File: src/rtl/down_counter.sv
// Loadable down counter HIGH..LOW with wrap pulse, wrap tally and range-checked load.
// Latency: every output is registered and updates one clk edge after load/en are sampled.
// Backpressure: none; en gates counting, load takes priority over en. Optional DNCNT_ONESHOT_EN stops at LOW and raises sticky done.
module down_counter #(
    parameter int WIDTH = 4,
    parameter int HIGH  = 10,
    parameter int LOW   = 3
) (
    input  logic             clk,
    input  logic             rst_n,
    input  logic             en,
    input  logic             load,
    input  logic [WIDTH-1:0] data,
    output logic [WIDTH-1:0] count,
    output logic             tc,
    output logic [7:0]       wraps,
    output logic             load_err,
    output logic             done
);

    localparam logic [WIDTH-1:0] HI = WIDTH'(HIGH);
    localparam logic [WIDTH-1:0] LO = WIDTH'(LOW);

    // A load value is accepted only inside the counting range; anything else clamps to HI.
    logic data_ok;
    // The counter sits on its terminal value; the next enabled edge wraps (or stops in one-shot).
    logic at_low;
    // An enabled, non-loading edge at LOW.
    logic wrap_now;

    assign data_ok  = (data >= LO) && (data <= HI);
    assign at_low   = (count == LO);
    assign wrap_now = !load && en && at_low;

    // Counter value: load beats enable; at LOW either wrap to HI or, in one-shot, hold.
    always_ff @(posedge clk or negedge rst_n) begin
        if (!rst_n) begin
            count <= HI;
        end else if (load) begin
            count <= data_ok ? data : HI;
        end else if (en) begin
            if (!at_low) begin
                count <= count - 1'b1;
            end else begin
`ifdef DNCNT_ONESHOT_EN
                count <= LO;
`else
                count <= HI;
`endif
            end
        end
    end

    // Wrap pulse and wrap tally; a load on the same edge suppresses both.
    always_ff @(posedge clk or negedge rst_n) begin
        if (!rst_n) begin
            tc    <= 1'b0;
            wraps <= 8'd0;
        end else begin
`ifdef DNCNT_ONESHOT_EN
            tc    <= 1'b0;
            wraps <= wraps;
`else
            tc    <= wrap_now;
            if (wrap_now) begin
                wraps <= wraps + 8'd1;
            end
`endif
        end
    end

    // Out-of-range load flag, high for exactly the cycle the clamped HI first shows.
    always_ff @(posedge clk or negedge rst_n) begin
        if (!rst_n) begin
            load_err <= 1'b0;
        end else begin
            load_err <= load && !data_ok;
        end
    end

`ifdef DNCNT_ONESHOT_EN
    // Sticky completion flag: set when an enabled edge finds LOW, cleared only by load or reset.
    always_ff @(posedge clk or negedge rst_n) begin
        if (!rst_n) begin
            done <= 1'b0;
        end else if (load) begin
            done <= 1'b0;
        end else if (wrap_now) begin
            done <= 1'b1;
        end
    end
`else
    // Free-running build never completes.
    assign done = 1'b0;
`endif

endmodule
File: config.mk
export PLATFORM = sky130hd
export DESIGN_NAME = down_counter
export DESIGN_NICKNAME = d
export VERILOG_FILES = /design/src/rtl/down_counter.sv
export SDC_FILE = /design/constraint.sdc
export NUM_CORES = 1
export LEC_CHECK = 0
export ABC_AREA = 1
export BUFFER_PORTS_ARGS = -buffer_cell sky130_fd_sc_hd__buf_4
export CAP_MARGIN = 20
export CORE_MARGIN = 2
export CORE_UTILIZATION = 50
export DETAILED_ROUTE_END_ITERATION = 6
export GPL_TIMING_DRIVEN = 0
export HOLD_SLACK_MARGIN = 0.08
export MAX_ROUTING_LAYER = met4
export PLACE_DENSITY = 0.84
export SLEW_MARGIN = 20
export SYNTH_ARGS = -nofsm -noshare
export SYNTH_HDL_FRONTEND = slang
export SYNTH_SLANG_ARGS = --single-unit
File: constraint.sdc
create_clock -name clk -period 1.65 [get_ports clk]
set_input_delay 0.2475 -clock clk [delete_from_list [all_inputs] [get_ports clk]]
set_output_delay 0.2475 -clock clk [all_outputs]
set_load 0.01 [all_outputs]
==> results of run 1 <==
==> per-stage QoR <==
| step | utilization [%] | instance area [sq um] | cells |
|---|---|---|---|
| 2_1_floorplan | - | 847 | 109 |
| 6_report | 69.5 | 1070 | 151 |
| 3_5_place_dp | 66.5 | 1020 | 146 |
| 4_1_cts | 69.5 | 1070 | 151 |
| 5_1_grt | 69.5 | 1070 | 151 |
| 3_3_place_gp | 66.5 | 1020 | 146 |
==> area by class of cell <==
| cell class | instances | area, sq um |
|---|---|---|
| Sequential cell | 14 | 353 |
| Buffer | 1 | 7.51 |
| Inverter | 12 | 47.5 |
| Clock buffer | 4 | 36.3 |
| Fill cell | 127 | 470 |
| Tap cell | 16 | 20.0 |
| Multi-Input combinational cell | 82 | 439 |
| Timing Repair Buffer | 22 | 168 |
==> report_power, final <==
| part | switching [mW] | internal (mW) | total (mW) |
|---|---|---|---|
| clock | 0.110 | 0.134 | 0.245 |
| combinational | 0.171 | 0.161 | 0.332 |
| sequential | 0.0776 | 0.403 | 0.480 |
| total | 0.359 | 0.697 | 1.06 |
==> per-layer routing <==
layer  global-route usage [%]  part of all wire, %  vias to the layer above
met1                     26.7                   47                      357
met2                     31.1                   48                       16
met3                     4.80                  3.8                        2
met4                     5.29                  1.1                        0
li1                         -                    -                      391
met5                        -                    0                        -
==> cells in the final DEF, fill, tap and decap left out <==
| cell | n |
|---|---|
| conb_1 | 1 |
| a31oi_1 | 1 |
| nand2_1 | 42 |
| xor2_1 | 3 |
| nand3b_1 | 1 |
| clkbuf_8 | 1 |
| clkbuf_4 | 3 |
| nand3_1 | 8 |
| dlygate4sd3_1 | 1 |
| ha_1 | 3 |
| inv_1 | 10 |
| nand2_2 | 1 |
| inv_2 | 1 |
| nand2_4 | 2 |
| dfrtp_1 | 12 |
| dfstp_2 | 2 |
| o21ai_1 | 2 |
| nand4_1 | 2 |
| nor2_1 | 8 |
| inv_4 | 1 |
| nor2_4 | 2 |
| buf_4 | 22 |
| xnor2_1 | 2 |
| a21oi_1 | 2 |
| o21ai_2 | 1 |
| nor2_8 | 1 |
==> cell usage after synthesis <==
library cell | n | area share (%)
a21oi_1 | 2 | 1.2
a31oi_1 | 1 | 0.74
buf_4 | 1 | 0.89
conb_1 | 1 | 0.44
dfrtp_1 | 12 | 35
dfstp_2 | 2 | 6.2
ha_1 | 3 | 4.4
inv_1 | 10 | 4.4
inv_2 | 1 | 0.44
inv_4 | 1 | 0.74
nand2_1 | 42 | 19
nand2_2 | 1 | 0.74
nand2_4 | 2 | 2.7
nand3_1 | 8 | 4.7
nand3b_1 | 1 | 0.89
nand4_1 | 2 | 1.5
nor2_1 | 8 | 3.5
nor2_4 | 2 | 2.7
nor2_8 | 1 | 2.4
o21ai_1 | 2 | 1.2
o21ai_2 | 1 | 1.0
xnor2_1 | 2 | 2.1
xor2_1 | 3 | 3.1
==> cells by family (layout without fill, tap and decap cells) <==
kind of cell / count (synthesis) / after routing / share of synthesized area [%]
xor gates and xnor gates: 5 / 5 / 5.17
and+or+nand+nor: 67 / 67 / 37.7
DFF: 14 / 14 / 41.7
buffers and inverters: 13 / 39 / 6.50
adders and majority gates: 3 / 3 / 4.43
AOI/OAI and AO/OA: 6 / 6 / 4.14
other: 1 / 1 / 0.443
==> tightest hold or removal path: stages <==
cell and delay, ps:
buf_4 90, nand3_1 80, nand3_1 80
==> sequential cells by signal, indices dropped and copies added, names as in the netlist <==
register	count
tc	1
count	4
load_err	1
wraps	8
==> worst paths after layout <==
path,cells after the start,to,slack (ps),start
worst max-delay path,6,wraps[5],260,count[1]
worst min-delay path,3,count[0],260,data[0]
worst max register to register,6,wraps[5],260,count[1]
worst min register to register,2,count[3],520,count[3]
max in group asynchronous,2,count[3],1060,rst_n
min in group asynchronous,2,wraps[1],340,rst_n
==> impl_metrics.yaml, run 1 <==
status:
  outcome: "complete, no violations"
timing:
  finalWorstPathRequiredPeriod_ps: 1390
  fmax_mhz: 719
  hold_violations: 0
  tns_ps: 0
  drv_slew: 0
  finClkSkew_ps: 6.06
  min_period_over_period_pct: 84.3
  rsz0062_at_grt: "false"
  postLayoutSetupSlackWorst_ps: 260
  setup-violations-final: 0
  whs_ps: 257
finish:
  antenna_cells: 0
  nets: 147
  drive_gt1_share_pct: 27.4
  synthToLayoutAreaGrowth_pct: 26.4
detailed_routing:
  routed_wl_um: 1670
  vias: 766
  viasPerCell: 5.07
  firstDrtPassIters: 4
  wl_per_cell_um: 11.0
  antenna_left: 0
  drc: 0
  drtIter0Drc: 11
setup_path:
  crit_slowest_cell: "dfstp_2"
  critPathBufInv: 0
  cp_top_family: "flip-flops"
  timing.critical_path.mode_cell: "nand2_1"
  cp_max_fo: 10
  critPathArrivalTime_ps: 1560
  crit_type: "reg -> reg"
  worstPathCellList: "ha_1 -> nand2_4 -> nor2_8 -> nand3_1 -> nand2_1 -> nand2_1"
  critPathRequiredTime_ps: 1820
  max_stage_delay_ps: 570
  startpoint_type: "flip-flop"
  endpoint_kind: "flip-flop"
cts:
  htreeDepth: 1
  cts_tree: "done"
  ctsResizeCount: 0
  cts_buffer_depth: 2
  cts.clk_slew.worst_paths_ps: 90
  cts.sinks: 14
  cts-buffers-inserted: 3
  hold_buffers: 1
  postCtsSetupRepairBufs: 0
  cts_root_buf: "clkbuf_4"
  insertion_delay_ps: 280
floorplanning:
  die_x_um: 45.2
  io_pins: 23
  core_sq_mm: 0.00154
  initial_core_util_pct: 55.0
  die-area_sq_mm: 0.00204
  rows: 14
  die_h_um: 45.2
global_routing:
  overflow: 0
  grt_first_pass_wirelength_um: 2900
  grt_pass1_vias: 696
  grt_use_total_pct: 20.2
  grt_max_degree: 15
  grt_antenna_before_repair: 0
power_and_ir_drop:
  p_per_area_mw_per_mm2: 987
  vdd_drop_max_mv: 0.771
  power_leakage_nw: 0.601
  total_power_mw: 1.06
yosys:
  synth-seq-area-share_pct: 41.7
  synth_area_sq_um: 847
  synth.distinct_cells: 23
  syn_inst: 109
  synth_warnings: 0
  syn_area_per_cell_sq_um: 7.77
  syn-num-nets: 120
  ys_seq_elements: 14
placed_design:
  gp_congestion: 0.856
  hpwl_um: 1300
  io_buffer_count: 21
  place_ws_ps: 286
flow_run:
  max_cap_viol_count: 0
min_path:
  min_path_type: "in -> reg"
No activity file was read; power rests on OpenSTA's default activity.
==> inputs of run 2 (changes only) <==
--- a/config.mk
+++ b/config.mk
@@ -9,12 +9,12 @@
 export BUFFER_PORTS_ARGS = -buffer_cell sky130_fd_sc_hd__buf_4
 export CAP_MARGIN = 20
 export CORE_MARGIN = 2
-export CORE_UTILIZATION = 50
+export CORE_UTILIZATION = 45
 export DETAILED_ROUTE_END_ITERATION = 6
 export GPL_TIMING_DRIVEN = 0
 export HOLD_SLACK_MARGIN = 0.08
 export MAX_ROUTING_LAYER = met4
-export PLACE_DENSITY = 0.84
+export PLACE_DENSITY = 0.8
 export SLEW_MARGIN = 20
 export SYNTH_ARGS = -nofsm -noshare
 export SYNTH_HDL_FRONTEND = slang
==> constraint.sdc (replaced) <==
create_clock -name clk -period 1.2 [get_ports clk]
set_input_delay 0.18 -clock clk [delete_from_list [all_inputs] [get_ports clk]]
set_output_delay 0.18 -clock clk [all_outputs]
set_load 0.01 [all_outputs]
==> impl_metrics.yaml, run 2 (synthesis results as in run 1) <==
status:
  outcome: "finished, violations left"
  violations: "setup timing"
finish:
  drive_gt1_share_pct: 30.9
  final_cell_mix: "nand2_1, buf_4, dfrtp_1, inv_1, nor2_1"
  nets: 149
  final_cell_area_sq_mm: 0.00111
  layout_commonest_cell: "nand2_1"
  regMostFlops: "wraps"
  synthToLayoutAreaGrowth_pct: 31.5
  largest_registers: "wraps x8, count x4"
  layoutNonFillerInstCount: 161
  largest_register_ff_count: 8
  antenna_cells: 0
timing:
  fmax_mhz: 803
  setup-violations-final: 9
  finClkSkew_ps: 0.968
  min_period_over_period_pct: 104
  hold_violations: 0
  finalWorstPathRequiredPeriod_ps: 1250
  drv_slew: 0
  rsz0062_at_grt: "true"
  postLayoutSetupSlackWorst_ps: -46.0
global_routing:
  grt_pass1_vias: 648
  grt_max_degree: 15
  grt_antenna_before_repair: 0
  grt_use_total_pct: 17.3
  grt_first_pass_wirelength_um: 2600
  overflow: 0
setup_path:
  cp_max_fo: 3
  crit_slowest_cell: "dfstp_2"
  cp-startpoint: "count[1]"
  worstPathCellList: "buf_4 -> buf_4"
  startpoint_type: "flip-flop"
  critPathRequiredTime_ps: 1020
  rr_startpoint: "count[1]"
  max_stage_delay_ps: 570
  timing.critical_path.mode_cell: "buf_4"
  crit_type: "reg -> out"
  endpoint_kind: "primary output"
  critPathArrivalTime_ps: 1070
detailed_routing:
  viasPerCell: 4.75
  vias: 764
  wl_per_cell_um: 10.3
  drc: 0
  routed_wl_um: 1660
  drtIter0Drc: 2
  antenna_left: 0
  firstDrtPassIters: 5
floorplanning:
  rows: 15
  die_h_um: 47.4
  initial_core_util_pct: 48.5
  core_sq_mm: 0.00175
  die-area_sq_mm: 0.00225
  io_pins: 23
  die_x_um: 47.4
placed_design:
  dp.cells: 155
  hpwl_um: 1240
  dpl_cell_area_sq_mm: 0.00106
  io_buffer_count: 21
  gp_congestion: 0.839
cts:
  cts.clk_slew.worst_paths_ps: 80
  insertion_delay_ps: 270
  cts_tree: "done"
  cts_buffer_depth: 2
  htreeDepth: 1
  cts-buffers-inserted: 3
  cts.sinks: 14
  cts_root_buf: "clkbuf_4"
power_and_ir_drop:
  total_power_mw: 1.40
  p_per_area_mw_per_mm2: 1260
  vdd_drop_max_mv: 0.837
  power_leakage_nw: 0.600
min_path:
  min_path_type: "in -> reg"
  holdCritStartpoint: "data[0]"
flow_run:
  max_cap_viol_count: 0
run 2: cell type report:
| type | instances | area (sq um) |
|---|---|---|
| Fill cell | 152 | 632 |
| Multi-Input combinational cell | 83 | 473 |
| Sequential cell | 14 | 353 |
| Timing Repair Buffer | 23 | 179 |
| Inverter | 12 | 47.5 |
| Tap cell | 25 | 31.3 |
| Clock buffer | 3 | 22.5 |
| Buffer | 1 | 7.51 |
run 2: worst paths after layout:
path	slack (ps)	cells past startpoint	endpoint
max in group asynchronous	670	2	count[1]
hold / removal	170	3	count[0]
min in group asynchronous	290	2	wraps[2]
setup reg to reg	-30	6	wraps[2]
hold reg to reg	520	2	count[3]
setup / recovery	-50	2	count[1]
run 2: stage by stage:
| stage | TNS (ps) | hold slack [ps] | util [%] | setup slack (ps) |
|---|---|---|---|---|
| after floorplan | -236 | -116 | - | -41.9 |
| after CTS | -447 | 160 | 63.2 | -58.5 |
| after global routing | -961 | 181 | 63.8 | -111 |
| final | -234 | 167 | 63.8 | -46.0 |
| after global placement | -580 | 39.1 | 60.5 | -85.4 |
| after detailed placement | -717 | 41.9 | 60.5 | -94.5 |
run 2: critical path, delay by kind of cell (launching register included):
kind	cells	cell delay (ps)
buf+inv	2	230
flops	1	570
run 2: metal layers:
layer,track usage (%),vias up,wire length (um)
met4,8.33,0,19
met2,28.4,15,818
met3,3.46,2,55
met5,-,-,0
met1,20.0,352,769
li1,-,395,-
run 2: timing repair:
action | in CTS | in global routing
endpoints found under the setup margin | 10 | 12
hold buffers | 1 | 0
pin swaps | 1 | 0
gates resized for setup | 1 | 1
setup buffers | 0 | 1
endpoints found under the hold margin | 14 | 0
gates cloned | 1 | 0
run 2: power breakdown:
part           switching [mW]  internal, mW  total, mW
Sequential              0.112         0.554      0.666
Clock                   0.142         0.116      0.258
Combinational           0.242         0.238      0.480
Total                   0.497         0.907       1.40
==> inputs of run 3 (changes only) <==
--- a/config.mk
+++ b/config.mk
@@ -9,12 +9,12 @@
 export BUFFER_PORTS_ARGS = -buffer_cell sky130_fd_sc_hd__buf_4
 export CAP_MARGIN = 20
 export CORE_MARGIN = 2
-export CORE_UTILIZATION = 45
+export CORE_UTILIZATION = 23
 export DETAILED_ROUTE_END_ITERATION = 6
 export GPL_TIMING_DRIVEN = 0
 export HOLD_SLACK_MARGIN = 0.08
 export MAX_ROUTING_LAYER = met4
-export PLACE_DENSITY = 0.8
+export PLACE_DENSITY = 0.48
 export SLEW_MARGIN = 20
 export SYNTH_ARGS = -nofsm -noshare
 export SYNTH_HDL_FRONTEND = slang
==> constraint.sdc (replaced) <==
create_clock -name clk -period 1.5 [get_ports clk]
set_input_delay 0.225 -clock clk [delete_from_list [all_inputs] [get_ports clk]]
set_output_delay 0.225 -clock clk [all_outputs]
set_load 0.01 [all_outputs]
==> impl_metrics.yaml, run 3 (synthesis results as in run 1) <==
timing:
  finClkSkew_ps: 3.39
  setup-violations-final: 0
  min_period_over_period_pct: 90.5
  drv_slew: 0
  rsz0062_at_grt: "false"
  tns_ps: 0
  finalWorstPathRequiredPeriod_ps: 1360
  fmax_mhz: 737
  hold_violations: 0
power_and_ir_drop:
  vdd_drop_max_mv: 0.279
  power_leakage_nw: 0.602
  p_per_area_mw_per_mm2: 1060
setup_path:
  cp-startpoint: "count[1]"
  critPathBufInv: 0
  critPathRequiredTime_ps: 1630
  startpoint_type: "flip-flop"
  cp_top_family: "flip-flops"
  rr_startpoint: "count[1]"
  crit_slowest_cell: "dfstp_2"
  max_stage_delay_ps: 560
  endpoint_kind: "flip-flop"
  worstPathCellList: "ha_1 -> nand2_4 -> nor2_8 -> nand3_1 -> nand2_1 -> nand2_1"
  cp_max_fo: 10
  crit_type: "reg -> reg"
  timing.critical_path.mode_cell: "nand2_1"
  critPathArrivalTime_ps: 1480
finish:
  nets: 147
  final_cell_area_sq_mm: 0.00112
  drive_gt1_share_pct: 26.9
  final_cell_mix: "nand2_1, buf_4, dfrtp_1, inv_1"
  largest_register_ff_count: 8
  layout_commonest_cell: "nand2_1"
  synthToLayoutAreaGrowth_pct: 31.8
  regMostFlops: "wraps"
  antenna_cells: 0
  largest_registers: "wraps x8, count x4"
floorplanning:
  io_pins: 23
  core_sq_mm: 0.00361
  die-area_sq_mm: 0.00418
  die_x_um: 64.7
  initial_core_util_pct: 23.5
  die_h_um: 64.7
  rows: 22
placed_design:
  io_buffer_count: 21
  hpwl_um: 1380
  dpl_cell_area_sq_mm: 0.00106
  gp_congestion: 0.788
global_routing:
  grt_max_degree: 15
  overflow: 0
  grt_first_pass_wirelength_um: 3080
  grt_antenna_before_repair: 0
  grt_pass1_vias: 727
  grt_use_total_pct: 9.68
cts:
  ctsResizeCount: 0
  insertion_delay_ps: 240
  cts_buffer_depth: 2
  cts.clk_slew.worst_paths_ps: 60
  cts_root_buf: "clkbuf_8"
  htreeDepth: 1
  cts_tree: "done"
  cts.sinks: 14
  cts-buffers-inserted: 3
detailed_routing:
  drc: 0
  wl_per_cell_um: 9.78
  vias: 762
  routed_wl_um: 1780
  viasPerCell: 4.19
  drtIter0Drc: 18
  antenna_left: 0
  firstDrtPassIters: 4
min_path:
  min_path_type: "in -> reg"
  holdCritStartpoint: "data[0]"
status:
  outcome: "complete, no violations"
flow_run:
  max_cap_viol_count: 0
==> run 3: changes by cell type in the layout (fill, tap and decap cells not counted) <==
cell,previous run,this run
buf_6,1,0
nand3_2,1,0
nand2_1,41,42
nand3_1,7,8
clkbuf_8,0,3
nor2_4,3,2
nand2_2,2,1
clkbuf_4,3,0
ha_1,1,3
ha_4,1,0
ha_2,1,0
==> run 3: layout make-up <==
class                      count  area (sq um)
buffer                         1          7.51
clock buffer                   3          41.3
fill                         405          2490
inverter                      12          47.5
multi-input combinational     82           439
sequential                    14           353
tap                           48          60.1
timing repair buffer          22           168
==> run 3: per-layer routing <==
metal | vias to the layer above | routed length, um | GRT usage (%)
met3 | 2 | 76 | 2.60
li1 | 388 | - | -
met2 | 15 | 890 | 15.5
met1 | 357 | 803 | 11.4
met5 | - | 0 | -
met4 | 0 | 10 | 4.26
==> run 3: worst paths after layout <==
path | endpoint | slack [ps] | depth (start not counted)
setup reg to reg | wraps[5] | 140 | 6
hold reg to reg | count[3] | 520 | 2
hold / removal | count[0] | 240 | 3
min in group asynchronous | wraps[6] | 370 | 2
max in group asynchronous | count[3] | 880 | 2
setup / recovery | wraps[5] | 140 | 6
==> run 3: repair_timing <==
item,CTS,global route
setup buffers,0,0
hold buffers,1,0
endpoints found under the setup margin,0,0
hold endpoints to repair,14,0
==> run 3: report_power, final <==
part	switching (mW)	total (mW)	internal, mW
registers	0.0893	0.533	0.444
logic	0.183	0.359	0.176
clock network	0.119	0.296	0.177
==> run 3: worst min-delay path, stage by stage <==
cell     delay [ps]
buf_4            80
nand3_1          70
nand3_1          60
==> run 3: through the flow <==
stage / cells / total power [mW] / util, % / hold slack, ps / worst slack [ps]
finish: 182 / 1.19 / 31.0 / 241 / 143
global route: 182 / 1.28 / 31.0 / 257 / 30.0
detailed placement: 178 / 0.904 / 29.5 / 91.3 / 141
floorplan: 109 / 0.744 / - / -70.6 / 215
CTS: 182 / 1.21 / 31.0 / 239 / 120
global placement: 178 / 0.899 / 29.5 / 89.3 / 142
